[src/rtl/ecall_unit_pkg.sv]
// Shared definitions for the ecall sequencer: ABI argument-register indices
// and the sequencer state encoding.
package ecall_unit_pkg;

    localparam logic [4:0] ABI_A0 = 5'd10;
    localparam logic [4:0] ABI_A1 = 5'd11;
    localparam logic [4:0] ABI_A2 = 5'd12;
    localparam logic [4:0] ABI_A3 = 5'd13;
    localparam logic [4:0] ABI_A4 = 5'd14;
    localparam logic [4:0] ABI_A5 = 5'd15;
    localparam logic [4:0] ABI_A6 = 5'd16;
    localparam logic [4:0] ABI_A7 = 5'd17;

    typedef enum logic [2:0] {
        IDLE  = 3'd0,
        DRAIN = 3'd1,
        REQ   = 3'd2,
        WB    = 3'd3,
        DONE  = 3'd4
    } ecall_state_t;

endpackage

[src/rtl/ecall_unit.sv]
// Environment-call sequencer: stalls the pipeline, waits for older writes to
// retire, snapshots a0-a7 for the service interface and writes the result to a0.
module ecall_unit
    import ecall_unit_pkg::*;
#(
    parameter int         XLEN   = 64,
    parameter logic [4:0] A0_IDX = ABI_A0
) (
    input  logic            clk,
    input  logic            reset,
    input  logic            ecall_valid,
    input  logic            pipe_drained,
    input  logic [XLEN-1:0] a0,
    input  logic [XLEN-1:0] a1,
    input  logic [XLEN-1:0] a2,
    input  logic [XLEN-1:0] a3,
    input  logic [XLEN-1:0] a4,
    input  logic [XLEN-1:0] a5,
    input  logic [XLEN-1:0] a6,
    input  logic [XLEN-1:0] a7,
    output logic            svc_req,
    output logic [XLEN-1:0] svc_num,
    output logic [XLEN-1:0] svc_arg0,
    output logic [XLEN-1:0] svc_arg1,
    output logic [XLEN-1:0] svc_arg2,
    output logic [XLEN-1:0] svc_arg3,
    output logic [XLEN-1:0] svc_arg4,
    output logic [XLEN-1:0] svc_arg5,
    output logic [XLEN-1:0] svc_arg6,
    input  logic            svc_ack,
    input  logic [XLEN-1:0] svc_ret,
    output logic            stall,
    output logic            wb_en,
    output logic [4:0]      wb_addr,
    output logic [XLEN-1:0] wb_data,
    output logic            ecall_done,
    output logic [31:0]     ecall_count
);

    ecall_state_t    r_state;
    ecall_state_t    w_next;
    logic [XLEN-1:0] r_arg [0:7];
    logic [XLEN-1:0] r_ret;
    logic [31:0]     r_count;
    logic            w_snap;
    logic            w_take_ret;

    assign w_snap     = (r_state == DRAIN) && pipe_drained;
    assign w_take_ret = (r_state == REQ) && svc_ack;

    // State register.
    always_ff @(posedge clk) begin
        if (reset) begin
            r_state <= IDLE;
        end else begin
            r_state <= w_next;
        end
    end

    // Next-state logic; an ack outside REQ never moves the sequencer.
    always_comb begin
        w_next = r_state;
        case (r_state)
            IDLE: begin
                if (ecall_valid) begin
                    w_next = DRAIN;
                end else begin
                    w_next = IDLE;
                end
            end
            DRAIN: begin
                if (pipe_drained) begin
                    w_next = REQ;
                end else begin
                    w_next = DRAIN;
                end
            end
            REQ: begin
                if (svc_ack) begin
                    w_next = WB;
                end else begin
                    w_next = REQ;
                end
            end
            WB:      w_next = DONE;
            DONE:    w_next = IDLE;
            default: w_next = IDLE;
        endcase
    end

    // Output decode; the write port stays zero outside WB.
    always_comb begin
        stall      = 1'b0;
        svc_req    = 1'b0;
        wb_en      = 1'b0;
        wb_addr    = 5'd0;
        wb_data    = {XLEN{1'b0}};
        ecall_done = 1'b0;
        case (r_state)
            IDLE:  stall = ecall_valid;
            DRAIN: stall = 1'b1;
            REQ: begin
                stall   = 1'b1;
                svc_req = 1'b1;
            end
            WB: begin
                stall   = 1'b1;
                wb_en   = 1'b1;
                wb_addr = A0_IDX;
                wb_data = r_ret;
            end
            DONE: begin
                stall      = 1'b1;
                ecall_done = 1'b1;
            end
            default: stall = 1'b0;
        endcase
    end

    // Argument snapshot, taken on the first drained DRAIN cycle only.
    always_ff @(posedge clk) begin
        if (reset) begin
            for (int i = 0; i < 8; i++) begin
                r_arg[i] <= {XLEN{1'b0}};
            end
        end else if (w_snap) begin
            r_arg[0] <= a0;
            r_arg[1] <= a1;
            r_arg[2] <= a2;
            r_arg[3] <= a3;
            r_arg[4] <= a4;
            r_arg[5] <= a5;
            r_arg[6] <= a6;
            r_arg[7] <= a7;
        end else begin
            for (int i = 0; i < 8; i++) begin
                r_arg[i] <= r_arg[i];
            end
        end
    end

    // Return-value capture on the accepted ack.
    always_ff @(posedge clk) begin
        if (reset) begin
            r_ret <= {XLEN{1'b0}};
        end else if (w_take_ret) begin
            r_ret <= svc_ret;
        end else begin
            r_ret <= r_ret;
        end
    end

    // Completion counter; it advances entering DONE so it reads new with ecall_done.
    always_ff @(posedge clk) begin
        if (reset) begin
            r_count <= 32'd0;
        end else if (r_state == WB) begin
            r_count <= r_count + 32'd1;
        end else begin
            r_count <= r_count;
        end
    end

    assign svc_arg0    = r_arg[0];
    assign svc_arg1    = r_arg[1];
    assign svc_arg2    = r_arg[2];
    assign svc_arg3    = r_arg[3];
    assign svc_arg4    = r_arg[4];
    assign svc_arg5    = r_arg[5];
    assign svc_arg6    = r_arg[6];
    assign svc_num     = r_arg[7];
    assign ecall_count = r_count;

endmodule
[config.mk]
export PLATFORM = sky130hd
export DESIGN_NAME = ecall_unit
export DESIGN_NICKNAME = d
export VERILOG_FILES = /design/src/rtl/ecall_unit_pkg.sv /design/src/rtl/ecall_unit.sv
export SDC_FILE = /design/constraint.sdc
export NUM_CORES = 1
export LEC_CHECK = 0
export ABC_CLOCK_PERIOD_IN_PS = 29700
export BUFFER_PORTS_ARGS = -buffer_cell sky130_fd_sc_hd__buf_2
export CELL_PAD_IN_SITES_DETAIL_PLACEMENT = 1
export CELL_PAD_IN_SITES_GLOBAL_PLACEMENT = 1
export CORE_AREA = 2 2 462 464
export CTS_CLUSTER_SIZE = 25
export DETAILED_ROUTE_END_ITERATION = 10
export DIE_AREA = 0 0 464 466
export MAX_ROUTING_LAYER = met4
export PLACE_DENSITY = 0.33
export SETUP_SLACK_MARGIN = 0.2
export SLEW_MARGIN = 20
export SYNTH_ARGS = -nofsm -noshare
export SYNTH_HDL_FRONTEND = slang
export SYNTH_SLANG_ARGS = --single-unit
[constraint.sdc]
create_clock -name clk -period 29.7 [get_ports clk]
set_clock_uncertainty 0.15 [all_clocks]
set_input_delay 1.485 -clock clk [delete_from_list [all_inputs] [get_ports clk]]
set_output_delay 1.485 -clock clk [all_outputs]
set_load 0.005 [all_outputs]
Word-level counts from Yosys, hierarchy flattened
Memories as Yosys holds them, arrays and structs flattened.
Cells that the tools add are included.
{ "totals": {"inputBits": 581, "mem_count": 1, "reg_bits": 99, "mem_bits_rw": 512} }
{ "classes": {"bitwise_logic": 16, "n_reduce_logical": 4, "n_eq_ne": 4, "n_addsub": 1, "n_mux": 34} }
{ "mem_list": {"columns": ["name", "words", "word_bits", "read_ports", "rd_clocked_by_memory_dff", "write_ports", "line_no", "rtl"], "rows": [
  ["r_arg", 8, 64, 8, 0, 8, "ecall_unit.sv:42", "logic [XLEN-1:0] r_arg [0:7];"]
]} }
{ "op_table": {"columns": ["op", "count"], "rows": [
  ["$mux 64", 17],
  ["$add 32x1->32 const B", 1],
  ["$or 1x1->1", 16],
  ["$mux 1", 13],
  ["$pmux 3 s4", 1],
  ["$eq 3x2->1 const B", 2],
  ["$mux 4", 1],
  ["$reduce_or 4->1", 1],
  ["$eq 3x1->1 const B", 1],
  ["$eq 3x3->1 const B", 1],
  ["$logic_not 3->1", 1],
  ["$logic_and 1x1->1", 2],
  ["$mux 2", 1],
  ["$pmux 1 s2", 1]
]} }

Logic depth before layout (Yosys ltp)
Gate-level depths: netlist of the first run.
{ "depth": {"ltp_word": 7, "depth_mapped": 7, "ltp_nobuf": 5} }

Least setup slack after synthesis of the first run
No wires, ideal clock.
{ "synth_path": {"kind": "in2reg", "start": "input port reset", "end": "memory r_arg[0][0], enable pin", "n_path_buf": 2, "setup_time_ps": 970, "arrival_time_ps": 14200, "t_required_ps": 28580, "cell_stages": 3, "setup_slack_ps": 14379, "path_cell_list": "clkbuf_1 -> clkbuf_1 -> nand2b_1"} }
{ "synth_lines": {"columns": ["element", "line_no", "rtl"], "rows": [
  ["start: declaration", "ecall_unit.sv:10", "input logic reset,"],
  ["end: declaration", "ecall_unit.sv:42", null]
]} }

==> flow_summary.ini, run 1 <==
[clock_network]
ctsResizeCount = 0
cts_max_level = 3
root_buffer = clkbuf_16
cts_tree = done
clock_path_buffers = 3
cts_setup_buffers = 0
cts_hold_buf = 0
cts.clk_slew.worst_paths_ns = 0.05
numClockSinks = 611
cts_buffers = 87
clk_latency_ns = 0.71

[final_layout]
final_util = 0.167
mostFrequentLayoutCell = buf_2
synthToLayoutAreaGrowth_pct = 53.1
fin_nets = 3419
final_area_mm2 = 0.0354
layout_common_cells = buf_2, edfxtp_1, and2_1, nor2b_1, nand2_1
drive_above_1_share = 0.462

[pwr]
peakVddDrop_uv = 39.6
intPower_w = 0.00169
clock_power_share = 0.472
leakagePower_nw = 14.7
comb_power_share = 0.082
switching_power_w = 0.000580
power_frac_seq = 0.446
swShare = 0.256
pwr_density_cell_mw_per_mm2 = 64.1

[synthesis]
synth_top_area_share = 0.666
netlist_instances = 1633
synthArstFlopShare = 0
synth_seq_area_share = 0.752
synth_edf_count = 512
synth_area_mm2 = 0.0231
synth_area_leader_cell = edfxtp_1
synth_area_per_cell_um2 = 14.1
synth_cell_types = 36
synth-main-ff-cell = edfxtp_1
ys_warn_count = 0
ys_ff_latch = 611
synth_area_leaders = edfxtp_1, and2_1, dfxtp_1, nor2b_1, nand2_1

[sta]
rsz0062_at_grt = false
slew_headroom = 0.293
fin_setup_tns_ns = 0
min_period_ns = 4.77
maxSlewViolCount = 0
setup_viol = 0
worstMarginPinSlew_ns = 1.06
fin_crit_sh = 0.161
report.final.hold_viol_count = 0
fmax_mhz = 210

[critical_path]
cp_max_fo = 64
worstPathArrival_ns = 4.94
cp_top_family = buffers and inverters
crit_buf_inv = 4
crit_path_end_kind = register
slowest_delay_ns = 0.80
crit_type = input port to register
crit_required_ns = 29.87
start_kind = input port
path_cells = buf_2 -> nor2b_1 -> nand3b_1 -> nand2b_4 -> buf_4 -> buf_4 -> buf_4
cpMostUsedCell = buf_4
crit_slowest_cell = buf_4

[place]
gp_congestion = 0.816
dpl_cell_area_mm2 = 0.0324
dp_hpwl_um = 111000
portBuffers = 1194

[floorplan]
fp.dieH_um = 466
dieArea_mm2 = 0.216
dieWidth_um = 464
boundaryPins = 1198
core-area_mm2 = 0.211
rows = 169
initial_utilization = 0.109

[detailed_routing]
ant_nets = 0
drt_wl_total_um = 140000
drc = 0
vias_per_cell = 3.14
vias = 18100
drtIter0Drc = 906
wl_per_cell_um = 24.3
first_pass_iters = 5

[grt]
antenna_found_initial = 111
grt_use_total = 0.128
grt_pass1_wl_um = 182000
grt_overflow_total = 0
grt_max_degree = 119
grt_pass1_vias = 18800

[run_status]
outcome = finished, final reports clean

[job]
maxCapViolCount = 0

[min_path]
hold_class = register to register
## power by group through the flow
| stage | Clock, W | Combinational (W) | Sequential, W |
|---|---|---|---|
| 3_5_place_dp | 0 | 0.000195 | 0.00103 |
| 4_1_cts | 0.00112 | 0.000196 | 0.00101 |
| 5_1_grt | 0.00114 | 0.000207 | 0.00102 |
| 2_1_floorplan | 0 | 0.0000429 | 0.00106 |
| 6_report | 0.00107 | 0.000187 | 0.00101 |
| 3_3_place_gp | 0 | 0.000197 | 0.00103 |
## synthesized netlist by cell type (2+ instances only)
library cell / count
edfxtp_1: 512
and2_1: 387
nor2b_1: 193
nand2_1: 139
dfxtp_1: 99
clkbuf_1: 89
a21oi_1: 86
nor2_1: 15
or4_1: 12
nand3_1: 11
o31ai_1: 11
o21ai_0: 10
or3_1: 10
nand4_1: 9
xor2_1: 6
and4_1: 5
buf_4: 5
buf_1: 4
nor3_1: 4
xnor2_1: 4
inv_1: 3
mux2i_1: 3
and3_1: 2
buf_2: 2
## kinds of logic (layout without fill, tap and decap cells)
group | count (synthesis) | in the layout | share of synthesized area
fa+ha+maj | 1 | 1 | 0.000542
flops | 611 | 611 | 0.752
xor+xnor | 10 | 10 | 0.00379
other cells | 1 | 47 | 0.000162
buf+inv | 106 | 1373 | 0.0185
simple gates | 793 | 793 | 0.199
mux | 3 | 3 | 0.00130
compound gates | 108 | 108 | 0.0247
## worst reg2reg max path, delay by kind of cell (launching register included)
family | cells | cell delay (ns)
buffers and inverters | 3 | 2.30
DFF | 1 | 0.37
and+or+nand+nor | 3 | 0.99
## through the flow
step | total power [W] | instances | setup slack [ns] | hold slack [ns]
after floorplan | 0.00110 | 1635 | 14.38 | 0.282
after global placement | 0.00123 | 5568 | 24.05 | 0.288
after detailed placement | 0.00122 | 5568 | 24.07 | 0.295
after CTS | 0.00233 | 5722 | 24.86 | 0.303
after global routing | 0.00237 | 5763 | 24.62 | 0.320
final | 0.00227 | 5767 | 24.93 | 0.299
## routing by layer
metal / vias up / GRT usage / wire (µm) / share of wire
li1: 8078 / - / - / -
met1: 8831 / 0.151 / 59000 / 0.42
met2: 957 / 0.189 / 61200 / 0.44
met3: 229 / 0.0677 / 16300 / 0.12
met4: 0 / 0.0355 / 3630 / 0.026
met5: - / - / 0 / 0
## flip-flops by register name, summed over array words and instances, names as in the netlist
signal / count
ecall_count: 32
r_arg: 512
r_state: 3
r_ret: 64
## cell type report
| cell class | count | area [µm²] |
|---|---|---|
| clock inverters | 34 | 417 |
| inverters | 4 | 15.0 |
| well taps | 2821 | 3530 |
| repair buffers | 1215 | 6170 |
| clock buffers | 120 | 2420 |
| multi-input cells | 918 | 5340 |
| flip-flops and latches | 611 | 17400 |
| fillers | 24300 | 176000 |
| diodes | 44 | 110 |
## final timing paths
kind                                                    end  cells past startpoint  slack [ns]                    from
worst min register to register       r_ret[52]$_SDFFE_PP0P_                      2        0.30  r_ret[52]$_SDFFE_PP0P_
worst min-delay path                 r_ret[52]$_SDFFE_PP0P_                      2        0.30  r_ret[52]$_SDFFE_PP0P_
worst max register to register  r_arg[0][131]$_SDFFCE_PN0P_                      6       25.46   r_state[1]$_SDFF_PP0_
worst max-delay path            r_arg[0][131]$_SDFFCE_PN0P_                      7       24.93            pipe_drained
Note: power is estimated with default switching activity, not from simulation.
==> run 2, diff against run 1 <==
--- a/config.mk
+++ b/config.mk
@@ -5,16 +5,17 @@
 export SDC_FILE = /design/constraint.sdc
 export NUM_CORES = 1
 export LEC_CHECK = 0
-export ABC_CLOCK_PERIOD_IN_PS = 29700
+export ABC_AREA = 1
+export ABC_CLOCK_PERIOD_IN_PS = 4300
 export BUFFER_PORTS_ARGS = -buffer_cell sky130_fd_sc_hd__buf_2
 export CELL_PAD_IN_SITES_DETAIL_PLACEMENT = 1
 export CELL_PAD_IN_SITES_GLOBAL_PLACEMENT = 1
-export CORE_AREA = 2 2 462 464
+export CORE_AREA = 2 2 472 474
 export CTS_CLUSTER_SIZE = 25
 export DETAILED_ROUTE_END_ITERATION = 10
-export DIE_AREA = 0 0 464 466
+export DIE_AREA = 0 0 474 476
 export MAX_ROUTING_LAYER = met4
-export PLACE_DENSITY = 0.33
+export PLACE_DENSITY = 0.35
 export SETUP_SLACK_MARGIN = 0.2
 export SLEW_MARGIN = 20
 export SYNTH_ARGS = -nofsm -noshare
==> constraint.sdc (replaced) <==
create_clock -name clk -period 4.3 [get_ports clk]
set_clock_uncertainty 0.15 [all_clocks]
set_input_delay 0.215 -clock clk [delete_from_list [all_inputs] [get_ports clk]]
set_output_delay 0.215 -clock clk [all_outputs]
set_load 0.005 [all_outputs]
==> run 2 against run 1 <==
Combinational power grew to 10 times the previous value. Worst hold slack got worse by 0.15 ns. Utilization is 2.5 points higher. Highest routed layer unchanged. Final area up 20%. Non-clock buffer count grew 601. Register-to-register slack got worse by 24 ns. Critical path depth is 3 lower. Sequential share of layout area shrank 8.3 points. Die area rose by 4.3%. Critical endpoint is now wb_data[16]. Via count increased by 23%.
==> flow_summary.ini, run 2 <==
[detailed_routing]
drc = 0
vias_per_cell = 3.11
first_pass_iters = 4
wl_per_cell_um = 19.6
drtIter0Drc = 987
drt_wl_total_um = 140000
vias = 22300
ant_nets = 0

[sta]
rsz0062_at_grt = false
worstMarginPinSlew_ns = 0.959
fin_setup_tns_ns = 0
maxSlewViolCount = 0
slew_headroom = 0.361
fmax_mhz = 347
setup_slack_ns = 1.42
report.final.hold_viol_count = 0
min_period_ns = 2.88
setup_viol = 0
fin_crit_sh = 0.669

[pwr]
pwr_density_cell_mw_per_mm2 = 382
peakVddDrop_uv = 284
leakagePower_nw = 19.9
total_power_w = 0.0162

[floorplan]
initial_utilization = 0.109
dieWidth_um = 474
fp.dieH_um = 476
rows = 173
core-area_mm2 = 0.221
boundaryPins = 1198
dieArea_mm2 = 0.226

[critical_path]
reg2reg_slack_ns = 1.76
regToRegEndpoint = r_arg[0][175]$_SDFFCE_PN0P_
start_kind = register
ff2ff_path_depth = 5
crit-reg2reg-launch = r_state[0]$_SDFF_PP0_
crit_required_ns = 3.93
crit_path_end_kind = output pin
worstPathArrival_ns = 2.51
crit_type = register to output pin
crit_start = r_state[2]$_SDFF_PP0_
cp_max_fo = 69

[clock_network]
clock_path_buffers = 3
cts_max_level = 3
clk_latency_ns = 0.70
numClockSinks = 611
cts_buffers = 87
cts.clk_slew.worst_paths_ns = 0.05
root_buffer = clkbuf_16
cts_tree = done

[run_status]
outcome = finished, final reports clean

[grt]
grt.busiest_layer = met2
grt_overflow_total = 0
use_met3 = 0.0467
use_met1 = 0.135
grt_pass1_wl_um = 189000
antenna_found_initial = 57
grt_use_total = 0.123
grt_pass1_vias = 24000
grt_use_met2 = 0.207
grt_max_degree = 106

[synthesis]
synth_fa_ha_area_frac = 0.000520
synth.most_common_cell = nor2_1
yosys.area_share.xor_xnor = 0.000364
synth.area.mux_share = 0
synthArstFlopShare = 0
synth_cell_types = 24
synth_top_area_share = 0.639
synth_area_leaders = edfxtp_1, nor2_1, inv_1, dfxtp_1, a21oi_1
yosys.area_share.simple = 0.126
synth_edf_count = 512
synth_area_per_cell_um2 = 10.6
ys_ff_latch = 611
synth-main-ff-cell = edfxtp_1
ys_warn_count = 0
synth_area_mm2 = 0.0241
synth_compound_area_frac = 0.0328
synth_common_cells = nor2_1, inv_1, edfxtp_1
synth_top_family_by_area = simple AND/OR/NAND/NOR gates
synth_area_leader_cell = edfxtp_1
synth_seq_area_share = 0.721
netlist_instances = 2270

[min_path]
worstHoldPathCells = 4
hold_class = input port to register
min_to = r_ret[57]$_SDFFE_PP0P_
worstHoldStart = svc_ret[57]

[job]
maxCapViolCount = 0

[final_layout]
mostFrequentLayoutCell = buf_2
drive_above_1_share = 0.329
largest_reg_flops = 512
synthToLayoutAreaGrowth_pct = 76.7
regMostFlops = r_arg
fin_nets = 4665
layout_common_cells = buf_2, nor2_1, inv_1, dlygate4sd3_1, edfxtp_1
final_area_mm2 = 0.0425
final_util = 0.192

[place]
dpl_cell_area_mm2 = 0.0336
portBuffers = 1194
gp_congestion = 0.849
dp_hpwl_um = 111000
dp_slack_ns = 1.50
-- run 2: cell count changes after synthesis, sizes merged, moves of 12 or more --
cell	previous run	this run
nor2b	193	0
clkbuf	90	42
and2	387	1
nor2	15	650
o21ai	10	80
nand3	11	33
inv	3	629
buf	12	52
or4	12	0
nand2	139	73
-- run 2: cells by family (layout without fill, tap and decap cells) --
kind of cell / Yosys count / after routing
AOI/OAI and AO/OA: 158 / 158
xor gates and xnor gates: 1 / 1
adders and majority gates: 1 / 1
buffers and inverters: 723 / 2606
DFF: 611 / 611
other: 1 / 40
and+or+nand+nor: 775 / 775
-- run 2: worst max-delay path by stage --
| stage | cells after the start | slack, ns | end |
|---|---|---|---|
| global placement | 6 | 1.56 | r_arg[0][434]$_SDFFCE_PP0P_ |
| global route | 4 | 1.17 | wb_data[16] |
| finish | 4 | 1.42 | wb_data[16] |
| CTS | 4 | 1.24 | wb_data[16] |
| floorplan | 4 | 0.79 | r_arg[0][0]$_SDFFCE_PN0P_ |
| detailed placement | 6 | 1.50 | r_arg[0][428]$_SDFFCE_PP0P_ |
-- run 2: metrics by stage --
stage               cells  hold WS [ns]
global route         7161        0.0885
global placement     6376         0.289
CTS                  7130        0.0289
detailed placement   6376         0.298
floorplan            2272         0.241
finish               7167         0.148
-- run 2: worst max-delay path, cell delays in order, from the launching register on --
cell and delay, ns:
dfxtp_1 0.37, inv_1 0.13, nand3_4 0.66, nor2_1 0.45, buf_2 0.18
-- run 2: repair_timing --
item / CTS / global route
hold buffers: 593 / 0
gates resized for setup: 0 / 0
setup buffers: 0 / 0
hold endpoints to repair: 583 / 0
-- run 2: layout make-up --
cell class | count | area [µm²]
multi-input combinational | 938 | 3900
clock inverter | 47 | 532
tap | 2975 | 3720
sequential | 611 | 17400
inverter | 629 | 2360
fill | 25900 | 178000
timing repair buffer | 1816 | 12200
antenna | 37 | 92.6
clock buffer | 114 | 2330
-- run 2: layer usage --
metal / vias up / share of wire
li1: 10600 / -
met1: 10600 / 0.39
met2: 880 / 0.49
met3: 183 / 0.092
met4: 0 / 0.025
met5: - / 0
-- run 2: where the power goes --
| group | switching (W) | internal (W) | total, W |
|---|---|---|---|
| sequential | 0.000148 | 0.00684 | 0.00698 |
| combinational | 0.00103 | 0.000881 | 0.00192 |
| clock | 0.00317 | 0.00417 | 0.00734 |
| total | 0.00435 | 0.0119 | 0.0162 |
